`config.mk`:
```
export PLATFORM = sky130hd
export DESIGN_NAME = lstm_fwd_ctrl
export DESIGN_NICKNAME = d
export VERILOG_FILES = /design/src/rtl/lstm_fwd_ctrl.sv
export SDC_FILE = /design/constraint.sdc
export NUM_CORES = 1
export LEC_CHECK = 0
export ABC_AREA = 1
export BUFFER_PORTS_ARGS = -buffer_cell sky130_fd_sc_hd__buf_2
export CAP_MARGIN = 20
export CORE_UTILIZATION = 50
export CTS_BUF_LIST = sky130_fd_sc_hd__clkbuf_8
export CTS_CLUSTER_DIAMETER = 150
export DETAILED_ROUTE_END_ITERATION = 7
export GPL_TIMING_DRIVEN = 0
export PLACE_DENSITY = 0.87
export SETUP_SLACK_MARGIN = 0.2
export SYNTH_ARGS = -nofsm -noshare
export SYNTH_HDL_FRONTEND = slang
export SYNTH_SLANG_ARGS = --single-unit
```
`constraint.sdc`:
```
create_clock -name clk -period 4.3 [get_ports clk]
set_input_delay 0.645 -clock clk [delete_from_list [all_inputs] [get_ports clk]]
set_output_delay 0.645 -clock clk [all_outputs]
set_load 0.03 [all_outputs]
```
`src/rtl/lstm_fwd_ctrl.sv`:
```
// Cell-by-cell sequencer for the two-layer LSTM forward pass: drives addresses and write strobes, start/busy/done handshake.
// Optional stall input `hold` is present when LSTM_CTRL_HOLD_EN is defined; without it the FSM never stalls.
module lstm_fwd_ctrl #(
  parameter int TIMESTEP = 7,
  parameter int L1C      = 2,
  parameter int L2C      = 1,
  parameter int CELL_LAT = 1,
  parameter int ADDR_W   = 9
) (
  input  logic              clk,
  input  logic              rst,
  input  logic              start,
`ifdef LSTM_CTRL_HOLD_EN
  input  logic              hold,
`endif
  output logic              busy,
  output logic              done,
  output logic [ADDR_W-1:0] addr_x1,
  output logic [ADDR_W-1:0] rd_addr_h1,
  output logic [ADDR_W-1:0] wr_addr_h1,
  output logic [ADDR_W-1:0] rd_addr_c1,
  output logic [ADDR_W-1:0] wr_addr_c1,
  output logic [ADDR_W-1:0] wr_addr_x2,
  output logic [ADDR_W-1:0] rd_addr_x2,
  output logic [ADDR_W-1:0] rd_addr_h2,
  output logic [ADDR_W-1:0] wr_addr_h2,
  output logic [ADDR_W-1:0] rd_addr_c2,
  output logic [ADDR_W-1:0] wr_addr_c2,
  output logic              wr_h1,
  output logic              wr_c1,
  output logic              wr_x2,
  output logic              wr_h2,
  output logic              wr_c2,
  output logic [ADDR_W-1:0] cell_idx
);

  typedef enum logic [2:0] {IDLE, L1_RD, L1_WB, L2_RD, L2_WB, DONE} state_t;

  localparam int LAT_W = (CELL_LAT > 1) ? $clog2(CELL_LAT) : 1;
  localparam logic [LAT_W-1:0]  LAT_LAST = LAT_W'(CELL_LAT - 1);
  localparam logic [ADDR_W-1:0] L1C_A    = ADDR_W'(L1C);
  localparam logic [ADDR_W-1:0] L2C_A    = ADDR_W'(L2C);
  localparam logic [ADDR_W-1:0] L1C_LAST = ADDR_W'(L1C - 1);
  localparam logic [ADDR_W-1:0] L2C_LAST = ADDR_W'(L2C - 1);
  localparam logic [ADDR_W-1:0] T_LAST   = ADDR_W'(TIMESTEP - 1);

  state_t            state, state_nxt;
  logic [ADDR_W-1:0] t, j, k, t_nxt, j_nxt, k_nxt;
  logic [LAT_W-1:0]  lat, lat_nxt;
  logic              stall;
  logic              wr_ok;
  logic [ADDR_W-1:0] row1_cur, row1_nxt, row2_cur, row2_nxt;

`ifdef LSTM_CTRL_HOLD_EN
  assign stall = hold;
`else
  assign stall = 1'b0;
`endif

  // A write is never issued in the reset cycle or while stalled; a stalled WB retries next cycle.
  assign wr_ok = ~rst & ~stall;

  assign row1_cur = t * L1C_A + j;
  assign row1_nxt = row1_cur + L1C_A;
  assign row2_cur = t * L2C_A + k;
  assign row2_nxt = row2_cur + L2C_A;

  always_ff @(posedge clk) begin
    if (rst) begin
      state <= IDLE;
      t     <= '0;
      j     <= '0;
      k     <= '0;
      lat   <= '0;
    end else begin
      state <= state_nxt;
      t     <= t_nxt;
      j     <= j_nxt;
      k     <= k_nxt;
      lat   <= lat_nxt;
    end
  end

  always_comb begin
    state_nxt = state;
    t_nxt     = t;
    j_nxt     = j;
    k_nxt     = k;
    lat_nxt   = lat;
    if (!stall) begin
      case (state)
        IDLE: begin
          if (start) begin
            state_nxt = L1_RD;
            t_nxt     = '0;
            j_nxt     = '0;
            k_nxt     = '0;
            lat_nxt   = '0;
          end
        end
        L1_RD: begin
          if (lat == LAT_LAST) begin
            lat_nxt   = '0;
            state_nxt = L1_WB;
          end else begin
            lat_nxt = lat + 1'b1;
          end
        end
        L1_WB: begin
          if (j < L1C_LAST) begin
            j_nxt     = j + 1'b1;
            state_nxt = L1_RD;
          end else begin
            j_nxt     = '0;
            state_nxt = L2_RD;
          end
        end
        L2_RD: begin
          if (lat == LAT_LAST) begin
            lat_nxt   = '0;
            state_nxt = L2_WB;
          end else begin
            lat_nxt = lat + 1'b1;
          end
        end
        L2_WB: begin
          if (k < L2C_LAST) begin
            k_nxt     = k + 1'b1;
            state_nxt = L2_RD;
          end else begin
            k_nxt = '0;
            if (t < T_LAST) begin
              t_nxt     = t + 1'b1;
              state_nxt = L1_RD;
            end else begin
              state_nxt = DONE;
            end
          end
        end
        DONE: begin
          t_nxt     = '0;
          state_nxt = IDLE;
        end
        default: state_nxt = IDLE;
      endcase
    end
  end

  always_comb begin
    busy       = 1'b0;
    done       = 1'b0;
    addr_x1    = '0;
    rd_addr_h1 = '0;
    wr_addr_h1 = '0;
    rd_addr_c1 = '0;
    wr_addr_c1 = '0;
    wr_addr_x2 = '0;
    rd_addr_x2 = '0;
    rd_addr_h2 = '0;
    wr_addr_h2 = '0;
    rd_addr_c2 = '0;
    wr_addr_c2 = '0;
    wr_h1      = 1'b0;
    wr_c1      = 1'b0;
    wr_x2      = 1'b0;
    wr_h2      = 1'b0;
    wr_c2      = 1'b0;
    cell_idx   = '0;
    case (state)
      L1_RD, L1_WB: begin
        busy       = 1'b1;
        cell_idx   = j;
        addr_x1    = t;
        rd_addr_h1 = t;
        rd_addr_c1 = row1_cur;
        wr_addr_h1 = row1_nxt;
        wr_addr_c1 = row1_nxt;
        wr_addr_x2 = row1_cur;
        if (state == L1_WB && wr_ok) begin
          wr_h1 = 1'b1;
          wr_c1 = 1'b1;
          wr_x2 = 1'b1;
        end
      end
      L2_RD, L2_WB: begin
        busy       = 1'b1;
        cell_idx   = k;
        rd_addr_x2 = t;
        rd_addr_h2 = t;
        rd_addr_c2 = row2_cur;
        wr_addr_h2 = row2_nxt;
        wr_addr_c2 = row2_nxt;
        if (state == L2_WB && wr_ok) begin
          wr_h2 = 1'b1;
          wr_c2 = 1'b1;
        end
      end
      DONE:    done = 1'b1;
      default: ;
    endcase
  end

endmodule

```
==> impl_metrics.csv <==
group,metric,value,unit
sta,finalHoldViolCount,0,
sta,drv_slew,0,
logic_synthesis,seq_area_frac_synth,0.1932,
logic_synthesis,synth.area.top_cells,"buf_4 20%, dfxtp_1 19%, nor2_1 11%",
drt,drtPass1Iterations,4,
worst_hold_path,min_path_type,"reg2reg",
logic_synthesis,syn_area_per_cell,6.381,um^2
logic_synthesis,ys_ff_latch,21,
drt,wl,5146,um
global_routing,grt_pass1_vias,1980,
cells_and_area,diodes,0,
sta,setup_viol,0,
drt,routedWlPerCell,10.05,um
clock_tree,cts_setup_buffers,0,
die,io_pins,118,
clock_tree,hold_buffers,0,
clock_tree,cts.sinks,21,
sta,worst_pin_slew,0.4707,ns
worst_setup_path,reg2reg_setup_slack,2.77,ns
worst_setup_path,path_max_fanout,5,
sta,fin_crit_sh,0.7539,
clock_tree,clk_latency,0.26,ns
global_routing,antenna_found_initial,0,
cells_and_area,nets,477,
sta,post-route-min-period,3.242,ns
placement,dp.cells,508,
worst_setup_path,crit_required,3.65,ns
logic_synthesis,netlist_area,2176,um^2
worst_setup_path,setup.worst_path.start_class,"register",
cells_and_area,syn_to_final_growth,31.86,%
cells_and_area,multi_input_area,1090,um^2
drt,vias,2365,
logic_synthesis,synth_top_area_share,0.2036,
drt,antenna_left,0,
die,start_util,0.5325,
clock_tree,cts-resized-gates,0,
run,max_cap_viol_count,0,
logic_synthesis,synthesis.nets,355,
run_status,status,"finished, final reports clean",
logic_synthesis,synthCells,341,
sta,relSlewSlack,0.6862,
drt,drc,0,
power,powerDensity,156.8,nW/um^2
cells_and_area,drive_gt1_frac,0.4329,
placement,gp_congestion,0.8383,
die,rows,23,
clock_tree,cts-root-buf,"clkbuf_8",
clock_tree,cts_buffers,3,
sta,fmax,0.3085,GHz
clock_tree,cts_buffer_depth,2,
cells_and_area,seq_area,420.4,um^2
cells_and_area,num-fill-cells,369,
clock_tree,cts_max_level,1,
logic_synthesis,synth_top_area_cell,"buf_4",
global_routing,grt_pass1_wl,8066,um
global_routing,overflow,0,
logic_synthesis,synth_cell_type_count,33,
power,ir_drop,247.0,uV
logic_synthesis,yosysWarnings,0,
die,core-area,4086,um^2
cells_and_area,layout.cells.non_filler,512,
placement,dp_slack,1.329,ns
die,fp.dieW,67.97,um
sta,setup_tns,0,ns
clock_tree,clk_pin_slew,0.07,ns
sta,hold_ws,0.4749,ns
die,die_y,67.97,um
global_routing,track_usage,0.2237,
sta,setup_ws,1.058,ns
placement,portBuffers,117,
sta,clock_skew,0.006209,ns
clock_tree,cts_tree,"yes",
placement,dp_hpwl,4360,um
worst_setup_path,criticalPathCategory,"reg2out",
worst_setup_path,endpoint_kind,"output pin",
drt,vias_per_cell,4.619,
drt,drt-initial-drc-count,170,
sta,rsz0062_at_grt,"no",
die,dieArea,4619,um^2
worst_setup_path,arrival,2.60,ns
global_routing,grt_max_degree,12,
power,leakagePower,0.001723,uW
==> metrics by stage <==
stage | util | area [um^2] | power [uW]
2_1_floorplan | - | 2176 | 302.3
3_3_place_gp | 0.6911 | 2824 | 326.5
3_5_place_dp | 0.6911 | 2824 | 329.5
4_1_cts | 0.7021 | 2869 | 451.3
5_1_grt | 0.7021 | 2869 | 467.9
6_report | 0.7021 | 2869 | 450.0
==> path summary, 6_finish.rpt <==
kind / start / end / depth (start not counted)
worst max register to register: t[2]$_SDFFE_PP0P_ / t[0]$_SDFFE_PP0P_ / 7
worst min register to register: t[8]$_SDFFE_PP0P_ / t[8]$_SDFFE_PP0P_ / 2
worst max-delay path: j[1]$_SDFFE_PP0P_ / wr_addr_h1[7] / 11
worst min-delay path: t[8]$_SDFFE_PP0P_ / t[8]$_SDFFE_PP0P_ / 2
==> power by group <==
part | leakage, uW | switching [uW] | internal, uW
Sequential | 0.000170 | 4.21 | 198
Combinational | 0.00153 | 85.3 | 38.3
Clock | 0.0000269 | 61.0 | 63.7
==> layout make-up <==
class                      count  area share
multi-input combinational    208      0.3799
buffer                        66      0.1718
clock inverter                 1    0.001308
sequential                    21      0.1465
inverter                      46     0.06018
timing repair buffer         117      0.2041
tap                           50     0.02181
clock buffer                   3     0.01439
==> cells by family (layout without fill, tap and decap cells) <==
| family | count (synthesis) | count (layout) | synth area share |
|---|---|---|---|
| compound gates | 31 | 31 | 0.08511 |
| xor+xnor | 5 | 5 | 0.02013 |
| fa+ha+maj | 11 | 11 | 0.06671 |
| buf+inv | 112 | 233 | 0.3059 |
| flops | 21 | 21 | 0.1932 |
| simple gates | 161 | 161 | 0.3289 |
==> worst max-delay path, cell delays in order (launching register included) <==
cell	delay [ns]
dfxtp_1	0.36
ha_1	0.26
fa_1	0.54
ha_1	0.17
inv_1	0.04
nor2_1	0.15
nand3_1	0.13
nor2_1	0.15
nand2_1	0.07
a21boi_1	0.16
buf_4	0.13
buf_2	0.18
==> cell usage in the layout, fill, tap and decap left out, types with 10 or more instances in the layout <==
cell	instances
buf_2	118
nor3_1	11
a21oi_1	20
ha_1	10
dfxtp_1	21
nor2_1	63
nand2_1	51
inv_1	42
buf_4	59
nand3_1	21
==> registers in the layout, summed over array words and instances (netlist names) <==
signal / flops
j: 9
state: 3
t: 9
==> per-layer routing <==
metal  global-route usage  up-vias  wire (um)  share of wire
li1                     -     1257          -              -
met1               0.2752     1040       2199           0.43
met2               0.4007       61       2670           0.52
met3              0.03833        7        238          0.046
met4              0.04948        0         38         0.0074
met5                    0        -          0              0
==> synthesized netlist by cell type <==
cell type  instances
nor2_1            63
buf_4             59
nand2_1           51
inv_1             41
dfxtp_1           21
nand3_1           21
a21oi_1           20
nor3_1            11
ha_1              10
inv_2              5
nand4_1            5
xor2_1             5
buf_6              3
clkbuf_1           3
o21ai_0            3
a21oi_2            2
nor2_4             2
a211oi_1           1
a21boi_1           1
a21oi_4            1
buf_2              1
fa_1               1
nand2_2            1
nand2_4            1
nand3b_1           1
nand4_2            1
nor2_2             1
nor3_4             1
nor3b_1            1
o21a_1             1
o21ai_1            1
o21ai_2            1
or2_2              1
(Power assumes the default switching activity.)
